File: src/rtl/music_step_sequencer_pkg.sv
// Shared types for the music-box step sequencer: FSM states and step width.
`timescale 1ns/1ps
package music_pkg;
    typedef enum logic [1:0] {
        IDLE  = 2'd0,
        PLAY  = 2'd1,
        PAUSE = 2'd2,
        DONE  = 2'd3
    } state_t;

    localparam int STEP_W = 4;
endpackage

File: src/rtl/music_step_sequencer_if.sv
// Command/status bundle between the playback controller and the sequencer.
`timescale 1ns/1ps
interface music_step_sequencer_if;
    import music_pkg::*;

    logic              start;
    logic              stop;
    logic              pause;
    logic              loop_en;
    logic [1:0]        tempo_sel;
    logic [STEP_W-1:0] step;
    logic              step_valid;
    logic              step_strobe;
    logic              busy;
    logic              done;

    modport master (
        output start, stop, pause, loop_en, tempo_sel,
        input  step, step_valid, step_strobe, busy, done
    );

    modport slave (
        input  start, stop, pause, loop_en, tempo_sel,
        output step, step_valid, step_strobe, busy, done
    );
endinterface

File: src/rtl/music_step_sequencer_tick_gen.sv
// Prescaler: divides clk down to one tick every CLK_PER_TICK enabled cycles.
`timescale 1ns/1ps
module music_tick_gen #(
    parameter int CLK_PER_TICK = 1000
) (
    input  logic clk,
    input  logic rst_n,
    input  logic en,
    input  logic clr,
    output logic tick
);
    localparam int PW = (CLK_PER_TICK > 1) ? $clog2(CLK_PER_TICK) : 1;

    logic [PW-1:0] r_cnt;

    // Gated by en so a frozen prescaler sitting on its last count never fires.
    assign tick = en && (r_cnt == PW'(CLK_PER_TICK - 1));

    always_ff @(posedge clk or negedge rst_n) begin
        if (!rst_n)
            r_cnt <= '0;
        else if (clr)
            r_cnt <= '0;
        else if (en)
            r_cnt <= tick ? '0 : r_cnt + PW'(1);
    end
endmodule

File: src/rtl/music_step_sequencer.sv
// Step sequencer: walks steps 0..LAST_STEP, each held BASE_TICKS>>tempo ticks.
`timescale 1ns/1ps
module music_step_sequencer
    import music_pkg::*;
#(
    parameter int CLK_PER_TICK = 1000,
    parameter int BASE_TICKS   = 8,
    parameter int LAST_STEP    = 15
) (
    input  logic                   clk,
    input  logic                   rst_n,
    music_step_sequencer_if.slave  io_seq
);
    localparam int TW = $clog2(BASE_TICKS);

    state_t            r_state;
    logic [TW-1:0]     r_tcnt;
    logic [1:0]        r_tempo;
    logic [STEP_W-1:0] r_step;
    logic              r_strobe;
    logic              r_valid;
    logic              r_busy;
    logic              r_done;

    logic              w_start;
    logic              w_run;
    logic              w_tick;
    logic [TW:0]       w_len;
    logic [TW:0]       w_len_m1;
    logic              w_bound;

    assign w_start  = ((r_state == IDLE) || (r_state == DONE)) && io_seq.start && !io_seq.stop;
    // Leaving PAUSE counts on the same edge, so a pause of N cycles stretches the step by exactly N.
    assign w_run    = ((r_state == PLAY) || (r_state == PAUSE)) && !io_seq.pause && !io_seq.stop;
    assign w_len    = (TW+1)'(BASE_TICKS) >> r_tempo;
    assign w_len_m1 = w_len - (TW+1)'(1);
    assign w_bound  = w_tick && ({1'b0, r_tcnt} == w_len_m1);

    music_tick_gen #(.CLK_PER_TICK(CLK_PER_TICK)) u_tick (
        .clk   (clk),
        .rst_n (rst_n),
        .en    (w_run),
        .clr   (w_start || io_seq.stop),
        .tick  (w_tick)
    );

    always_ff @(posedge clk or negedge rst_n) begin
        if (!rst_n) begin
            r_state  <= IDLE;
            r_tcnt   <= '0;
            r_tempo  <= '0;
            r_step   <= '0;
            r_strobe <= 1'b0;
            r_valid  <= 1'b0;
            r_busy   <= 1'b0;
            r_done   <= 1'b0;
        end else begin
            r_strobe <= 1'b0;
            if (io_seq.stop) begin
                r_state <= IDLE;
                r_tcnt  <= '0;
                r_tempo <= '0;
                r_step  <= '0;
                r_valid <= 1'b0;
                r_busy  <= 1'b0;
                r_done  <= 1'b0;
            end else begin
                case (r_state)
                    IDLE, DONE: begin
                        if (io_seq.start) begin
                            r_state  <= PLAY;
                            r_tcnt   <= '0;
                            r_tempo  <= io_seq.tempo_sel;
                            r_step   <= '0;
                            r_strobe <= 1'b1;
                            r_valid  <= 1'b1;
                            r_busy   <= 1'b1;
                            r_done   <= 1'b0;
                        end
                    end
                    PLAY, PAUSE: begin
                        if (io_seq.pause) begin
                            r_state <= PAUSE;
                        end else begin
                            r_state <= PLAY;
                            if (w_bound) begin
                                r_tcnt <= '0;
                                if ((r_step == STEP_W'(LAST_STEP)) && !io_seq.loop_en) begin
                                    r_state <= DONE;
                                    r_valid <= 1'b0;
                                    r_busy  <= 1'b0;
                                    r_done  <= 1'b1;
                                end else begin
                                    r_step   <= (r_step == STEP_W'(LAST_STEP)) ? '0 : r_step + STEP_W'(1);
                                    r_strobe <= 1'b1;
                                    r_tempo  <= io_seq.tempo_sel;
                                end
                            end else if (w_tick) begin
                                r_tcnt <= r_tcnt + TW'(1);
                            end
                        end
                    end
                endcase
            end
        end
    end

    assign io_seq.step        = r_step;
    assign io_seq.step_valid  = r_valid;
    assign io_seq.step_strobe = r_strobe;
    assign io_seq.busy        = r_busy;
    assign io_seq.done        = r_done;
endmodule

File: src/flat_wrapper.sv
// flat-port wrapper written by rule: the top's interface ports become plain ports
module music_step_sequencer_flat import music_pkg::*;
#(
    parameter int CLK_PER_TICK = 1000,
    parameter int BASE_TICKS   = 8,
    parameter int LAST_STEP    = 15
)
  (clk, rst_n, io_seq_start, io_seq_stop, io_seq_pause, io_seq_loop_en, io_seq_tempo_sel, io_seq_step, io_seq_step_valid, io_seq_step_strobe, io_seq_busy, io_seq_done);
  music_step_sequencer_if io_seq_i ();
  input  logic clk;
  input  logic rst_n;
  input wire logic [$bits(io_seq_i.start)-1:0] io_seq_start;
  input wire logic [$bits(io_seq_i.stop)-1:0] io_seq_stop;
  input wire logic [$bits(io_seq_i.pause)-1:0] io_seq_pause;
  input wire logic [$bits(io_seq_i.loop_en)-1:0] io_seq_loop_en;
  input wire logic [$bits(io_seq_i.tempo_sel)-1:0] io_seq_tempo_sel;
  output wire logic [$bits(io_seq_i.step)-1:0] io_seq_step;
  output wire logic [$bits(io_seq_i.step_valid)-1:0] io_seq_step_valid;
  output wire logic [$bits(io_seq_i.step_strobe)-1:0] io_seq_step_strobe;
  output wire logic [$bits(io_seq_i.busy)-1:0] io_seq_busy;
  output wire logic [$bits(io_seq_i.done)-1:0] io_seq_done;
  assign io_seq_i.start = io_seq_start;
  assign io_seq_i.stop = io_seq_stop;
  assign io_seq_i.pause = io_seq_pause;
  assign io_seq_i.loop_en = io_seq_loop_en;
  assign io_seq_i.tempo_sel = io_seq_tempo_sel;
  assign io_seq_step = io_seq_i.step;
  assign io_seq_step_valid = io_seq_i.step_valid;
  assign io_seq_step_strobe = io_seq_i.step_strobe;
  assign io_seq_busy = io_seq_i.busy;
  assign io_seq_done = io_seq_i.done;
  music_step_sequencer #(.CLK_PER_TICK(CLK_PER_TICK), .BASE_TICKS(BASE_TICKS), .LAST_STEP(LAST_STEP)) u_core (.clk(clk), .rst_n(rst_n), .io_seq(io_seq_i));
endmodule
File: config.mk
export PLATFORM = sky130hd
export DESIGN_NAME = music_step_sequencer_flat
export DESIGN_NICKNAME = d
export VERILOG_FILES = /design/src/rtl/music_step_sequencer_pkg.sv /design/src/rtl/music_step_sequencer_if.sv /design/src/rtl/music_step_sequencer_tick_gen.sv /design/src/rtl/music_step_sequencer.sv /design/src/flat_wrapper.sv
export SDC_FILE = /design/constraint.sdc
export NUM_CORES = 1
export LEC_CHECK = 0
export BUFFER_PORTS_ARGS = -buffer_cell sky130_fd_sc_hd__buf_2
export CORE_MARGIN = 1
export CORE_UTILIZATION = 51
export CTS_CLUSTER_SIZE = 10
export DETAILED_ROUTE_END_ITERATION = 8
export PLACE_DENSITY = 0.74
export SLEW_MARGIN = 15
export SYNTH_ARGS = -nofsm -noshare
export SYNTH_HDL_FRONTEND = slang
export SYNTH_SLANG_ARGS = --single-unit
File: constraint.sdc
create_clock -name clk -period 2.04 [get_ports clk]
set_input_delay 0.408 -clock clk [delete_from_list [all_inputs] [get_ports clk]]
set_output_delay 0.408 -clock clk [all_outputs]
set_load 0.01 [all_outputs]
; ---- Word level (Yosys, flattened, before mapping)
; Cells that the tools add are included.
[classes]
add_sub_neg = 4
eq_ne = 12
shift = 1
mux = 46
reduce_logical = 20
[ops]
columns = operator, count
row1 = two-way mux 10 bit, 3
row2 = two-way mux 4 bit, 6
row3 = two-way mux 2 bit, 10
row4 = two-way mux 1 bit, 15
row5 = two-way mux 3 bit, 5
row6 = adder 10 x 1 -> 10 bit (second input constant), 1
row7 = == test 10 bit (second input constant), 1
row8 = != test 3 bit (second input constant), 3
row9 = one-hot mux 2 bit (2 select lines), 2
row10 = one-hot mux 4 bit (2 select lines), 1
row11 = AND reduction 4 bit, 2
row12 = logical AND 1 bit, 7
row13 = != test 3 x 2 -> 1 bit (second input constant), 2
row14 = one-hot mux 1 bit (2 select lines), 3
row15 = one-hot mux 3 bit (2 select lines), 1
row16 = adder 4 x 1 -> 4 bit (second input constant), 1
row17 = == test 2 bit (second input constant), 2
row18 = == test 3 x 4 -> 1 bit, 1
row19 = == test 4 bit (second input constant), 1
row20 = != test 4 x 3 -> 1 bit (second input constant), 1
row21 = OR reduction 2 bit, 2
row22 = >> shifter 4 x 2 -> 4 bit (first input constant), 1
row23 = subtractor 4 x 1 -> 4 bit (second input constant), 1
row24 = adder 3 x 1 -> 3 bit (second input constant), 1
row25 = 6 further kinds, 10
[word_totals]
reg_bits = 24
input_bits = 8

; ---- Logic depth before layout (Yosys ltp)
[depth]
depth_word = 10
ltp_mapped = 7
mapped_depth_nobuf = 6

; ---- By module
; A second synthesis with hierarchy kept.
[unflattened]
cells_unflattened = 143
hier_area_um2 = 1393.8
[by_module_without_submodules]
columns = module, n_inst, cells_per_inst, area_each_um2
row1 = music_step_sequencer, 1, 88, 858.3
row2 = music_tick_gen, 1, 55, 535.5

; ---- Worst setup path before layout
; OpenSTA, ideal clock, no wires.
[synth_path]
path_type = input port to flip-flop
from = in io_seq_stop
to = reg u_core.r_step[1], in the netlist u_core.io_seq.step[1]
setup_ps = 79
t_arrival_ps = 1952
required_ps = 1961
path_slack_ps = 8
path_stages = 5
path_buffers = 1
cell_sequence = or4b_4 or4_4 buf_6 nor3_2 mux2i_1
[synth_between]
elab_chain_len = 6
word_cells_on_any_way = 10
cone_classes = eq/ne: 4 / mux: 1 / reduce/logical: 5
[synth_lines]
columns = element, line_no
row1 = from (decl), flat_wrapper.sv:13  ; input wire logic [$bits(io_seq_i.stop)-1:0] io_seq_stop;
row2 = zero test 1 bit, music_step_sequencer.sv:34  ; assign w_run = ((r_state == PLAY) || (r_state == PAUSE)) && !io_seq.pause && !io_seq.stop;
row3 = logical AND 1 bit, music_step_sequencer.sv:34
row4 = logical AND 1 bit, music_step_sequencer_tick_gen.sv:17  ; assign tick = en && (r_cnt == PW'(CLK_PER_TICK - 1));
row5 = logical AND 1 bit, music_step_sequencer.sv:37  ; assign w_bound = w_tick && ({1'b0, r_tcnt} == w_len_m1);
row6 = != test 3 x 2 -> 1 bit (no source line), n/a
row7 = AND reduction 4 bit (no source line), n/a
row8 = to (signal assigned), music_step_sequencer.sv:94  ; r_step <= (r_step == STEP_W'(LAST_STEP)) ? '0 : r_step + STEP_W'(1);
row9 = to (decl), music_step_sequencer.sv:19  ; logic [STEP_W-1:0] r_step;
; Parallel ways exist; a longest one is shown, timed or not.
; A chain may end at the register's enable or synchronous reset.

; ---- Worst setup path after layout
[layout_path]
from = reg u_core.u_tick.r_cnt[3]
to = reg u_core.r_step[3], in the netlist u_core.io_seq.step[3]
[layout_between]
elab_chain_len = 5
[layout_lines]
columns = element, line_no
row1 = from (decl), music_step_sequencer_tick_gen.sv:14  ; logic [PW-1:0] r_cnt;
row2 = from (signal assigned), music_step_sequencer_tick_gen.sv:25  ; r_cnt <= tick ? '0 : r_cnt + PW'(1);
row3 = == test 10 bit, music_step_sequencer_tick_gen.sv:17
row4 = logical AND 1 bit, music_step_sequencer_tick_gen.sv:17
row5 = logical AND 1 bit, music_step_sequencer.sv:37
row6 = != test 3 x 2 -> 1 bit (no source line), n/a
row7 = AND reduction 4 bit (no source line), n/a
; Every way passes these cells.

==> run summary <==
- **run status** complete, no violations
- **starting DRC count in detailed routing** 18
- **post-synthesis net count** 151
- **fin crit period** 2.01 ns
- **Routed met2 length** 1530 um
- **synthesized-area fraction occupied by and/or/nand/nor cells** 0.274
- **clock root buffer master** sky130_fd_sc_hd__clkbuf_4
- **per-instance average area after synthesis** 9.99 um2
- **TritonCTS clock tree** built
- **setup repair after global routing missed its margin** yes
- **synthesized-area fraction occupied by ao, oa, aoi and oai cells** 0.140
- **M1 wire length** 1280 um
- **half-perimeter wire length of the detailed placement result** 2170 um
- **PnR Total Power** 974 uW
- **DRC Markers** 0
- **count of buffers from port buffering** 15
- **RePlAce Congestion** 0.908
- **main combinational cell family by area after synthesis** simple AND/OR/NAND/NOR gates
- **fraction of the mapped netlist area in adder cells** 0.0268
- **clock-pin slew of the registers on the worst-case setup and hold paths** 0.14 ns
- **leading cell types by total area after synthesis** sky130_fd_sc_hd__dfrtp_1, sky130_fd_sc_hd__nand2_1, sky130_fd_sc_hd__xnor2_1
- **Antenna Diode Count** 0
- **Routed wire per std cell** 14.7 um
- **fraction of the yosys area taken by sequential cells** 0.429
- **total clock buffers created by CTS** 3
- **mux share of post-synthesis cell area** 0.0420
- **critical path arrival** 2.28 ns
- **Finished Core Util** 0.655
- **area enclosed by the die boundary** 2960 um2
- **largest fanout of any net on the critical path** 4
- **ANT nets after route** 0
- **post-synth design cell area** 1400 um2
- **maximum vdd drop** 0.934 mV
- **met3 wirelength from detailed routing** 76 um
- **number of library cell types mapped by synthesis** 51
- **dominant cell by count in the synthesized netlist** sky130_fd_sc_hd__dfrtp_1
- **detailed-route wire length** 2920 um
- **area delta synth->final** 19.1%
- **area share of the largest cell type after synthesis** 0.429
- **max-cap violation count** 0
- **via count** 1,150
- **sum of negative setup slack** 0 ns
- **cell leakage power** 0.736 nW
- **number of synthesis warnings** 0
- **total cell area at the placement stage** 1560 um2
- **Yosys top cell by area** sky130_fd_sc_hd__dfrtp_1
- **Fin Clk Skew** 0.0132 ns
- **type of the tightest min-delay check** input port to asynchronous set/reset pin
- **hold buffers post-CTS** 0
- **vias in the first global route** 1,082
- **Synth top cells by count** sky130_fd_sc_hd__dfrtp_1, sky130_fd_sc_hd__nand2_1, sky130_fd_sc_hd__nor2_1
- **flops & latches, synth** 24
- **Top Ports** 16
- **number of levels the H-tree was split into** 1
- **initial cell density of the core** 0.550
- **max-slew violation count** 0
- **post-route insts no fill** 199
- **die height** 54.4 um
- **final non-filler cell area** 1670 um2
- **overflow left after global routing** 0
- **share of async-settable or async-resettable flops after synthesis** 1.00
- **worst setup margin** 0.0263 ns
- **Slew @ Worst Pin** 0.535 ns
- **maximum number of pins on one net before global-route repair** 25
- **Clock Latency Late Sink** 0.31 ns
- **synthesized instance count** 140
- **final-layout worst hold slack** 0.0485 ns
- **Rows** 18
- **number of antenna violations at the first check in global routing** 0
- **data required time at the worst endpoint** 2.31 ns
- **worst-case clock buffer depth** 2
- **clock sink count** 24
- **Worst setup SP type** flip-flop
- **proportion of layout cells with a drive suffix above 1** 0.278
- **count of flip-flops with a built-in enable after synthesis** 0
- **fraction of the cycle the final worst path needs** 0.987
- **DR vias/cell** 5.78
- **Power Density** 584 nW/um2
- **prevailing post-synth register cell** sky130_fd_sc_hd__dfrtp_1
- **overall die width** 54.4 um
- **worst slack after detailed placement** -0.142 ns
- **FMAX** 0.497 GHz
- **CORE AREA** 2540 um2
- **global routing usage summed across all routing layers** 0.221
- **final setup violating endpoints** 0
- **# placed instances** 192
- **final-stage net count** 181
- **tightest slew margin relative to the limit** 0.643
- **number of hold-slack violations in the final timing report** 0
- **synthesized-area fraction occupied by xor and xnor cells** 0.0438
- **kind of critical path** flip-flop to flip-flop
- **Top Layer Used** met4
- **wire length of the first global-routing pass** 4660 um
- **count of TritonRoute iterations in the first routing pass** 4
- **capturing element type of the critical path** flip-flop
area by class of cell:
class / instances / area, um2
clock buffer: 3 / 22.5
clock inverter: 1 / 30.0
fill: 202 / 878
inverter: 7 / 26.3
multi-input combinational: 105 / 762
sequential: 24 / 601
tap: 30 / 37.5
timing repair buffer: 29 / 188
cell usage in the layout (no fill, tap or decap), types with 2 or more instances in the layout:
| cell type | n |
|---|---|
| sky130_fd_sc_hd__o21ai_0 | 3 |
| sky130_fd_sc_hd__xnor2_1 | 5 |
| sky130_fd_sc_hd__dfrtp_1 | 24 |
| sky130_fd_sc_hd__nor2_1 | 11 |
| sky130_fd_sc_hd__nor4bb_1 | 2 |
| sky130_fd_sc_hd__a21o_1 | 2 |
| sky130_fd_sc_hd__nor4_1 | 3 |
| sky130_fd_sc_hd__nand3_1 | 3 |
| sky130_fd_sc_hd__nand2b_1 | 2 |
| sky130_fd_sc_hd__nor3_1 | 3 |
| sky130_fd_sc_hd__nor2b_1 | 3 |
| sky130_fd_sc_hd__buf_2 | 15 |
| sky130_fd_sc_hd__a21oi_1 | 6 |
| sky130_fd_sc_hd__mux2_4 | 2 |
| sky130_fd_sc_hd__or4_1 | 2 |
| sky130_fd_sc_hd__ha_1 | 3 |
| sky130_fd_sc_hd__clkbuf_4 | 3 |
| sky130_fd_sc_hd__o22ai_1 | 2 |
| sky130_fd_sc_hd__buf_4 | 12 |
| sky130_fd_sc_hd__inv_1 | 7 |
| sky130_fd_sc_hd__o21ai_1 | 3 |
| sky130_fd_sc_hd__nand4_1 | 2 |
| sky130_fd_sc_hd__buf_6 | 2 |
| sky130_fd_sc_hd__nand2_1 | 19 |
layer usage:
layer | up-vias | GRT usage
met5 | - | 0
met4 | 0 | 0.0513
met3 | 4 | 0.0500
met2 | 15 | 0.402
met1 | 562 | 0.260
li1 | 569 | -
state kept, by name (all words and copies together), names as in the netlist:
signal,cells
u_core.r_state,2
u_core.r_tcnt,3
u_core.r_tempo,2
u_core.io_seq.done,1
u_core.u_tick.r_cnt,10
u_core.io_seq.busy,1
u_core.io_seq.step_strobe,1
u_core.io_seq.step,4
path summary, 6_finish.rpt:
kind / from / to / slack (ns) / cells past startpoint
worst max register to register: u_core.u_tick.r_cnt[3]$_DFFE_PN0P_ / u_core.io_seq.step[3]$_DFFE_PN0P_ / 0.03 / 5
worst max-delay path: u_core.u_tick.r_cnt[3]$_DFFE_PN0P_ / u_core.io_seq.step[3]$_DFFE_PN0P_ / 0.03 / 5
min in group clk: io_seq_tempo_sel[1] / u_core.r_tempo[1]$_DFFE_PN0P_ / 0.34 / 3
max in group asynchronous: rst_n / u_core.u_tick.r_cnt[6]$_DFFE_PN0P_ / 1.62 / 1
worst min-delay path: rst_n / u_core.r_tcnt[0]$_DFFE_PN0P_ / 0.05 / 1
worst min register to register: u_core.u_tick.r_cnt[0]$_DFFE_PN0P_ / u_core.u_tick.r_cnt[0]$_DFFE_PN0P_ / 0.51 / 1
kinds of logic (layout without fill, tap and decap cells):
kind of cell    Yosys count  count (layout)
simple gates             63              63
compound gates           27              27
flops                    24              24
buf+inv                  11              40
xor+xnor                  7               7
mux                       5               5
fa+ha+maj                 3               3
power by group:
part | internal, mW | switching (mW)
logic | 0.0571 | 0.0773
clock network | 0.199 | 0.139
registers | 0.488 | 0.0134
worst max-delay path, stage by stage (launching register included):
cell and delay, ns:
sky130_fd_sc_hd__dfrtp_1 0.42, sky130_fd_sc_hd__or4b_4 0.53, sky130_fd_sc_hd__or4_4 0.48, sky130_fd_sc_hd__buf_4 0.17, sky130_fd_sc_hd__nor4_2 0.25, sky130_fd_sc_hd__a211o_1 0.13
repair_timing:
action	CTS	global route
buffers inserted	0	3
resized for setup	0	6
endpoints found under the setup margin	0	7
Note: power is estimated with default switching activity, not from simulation.
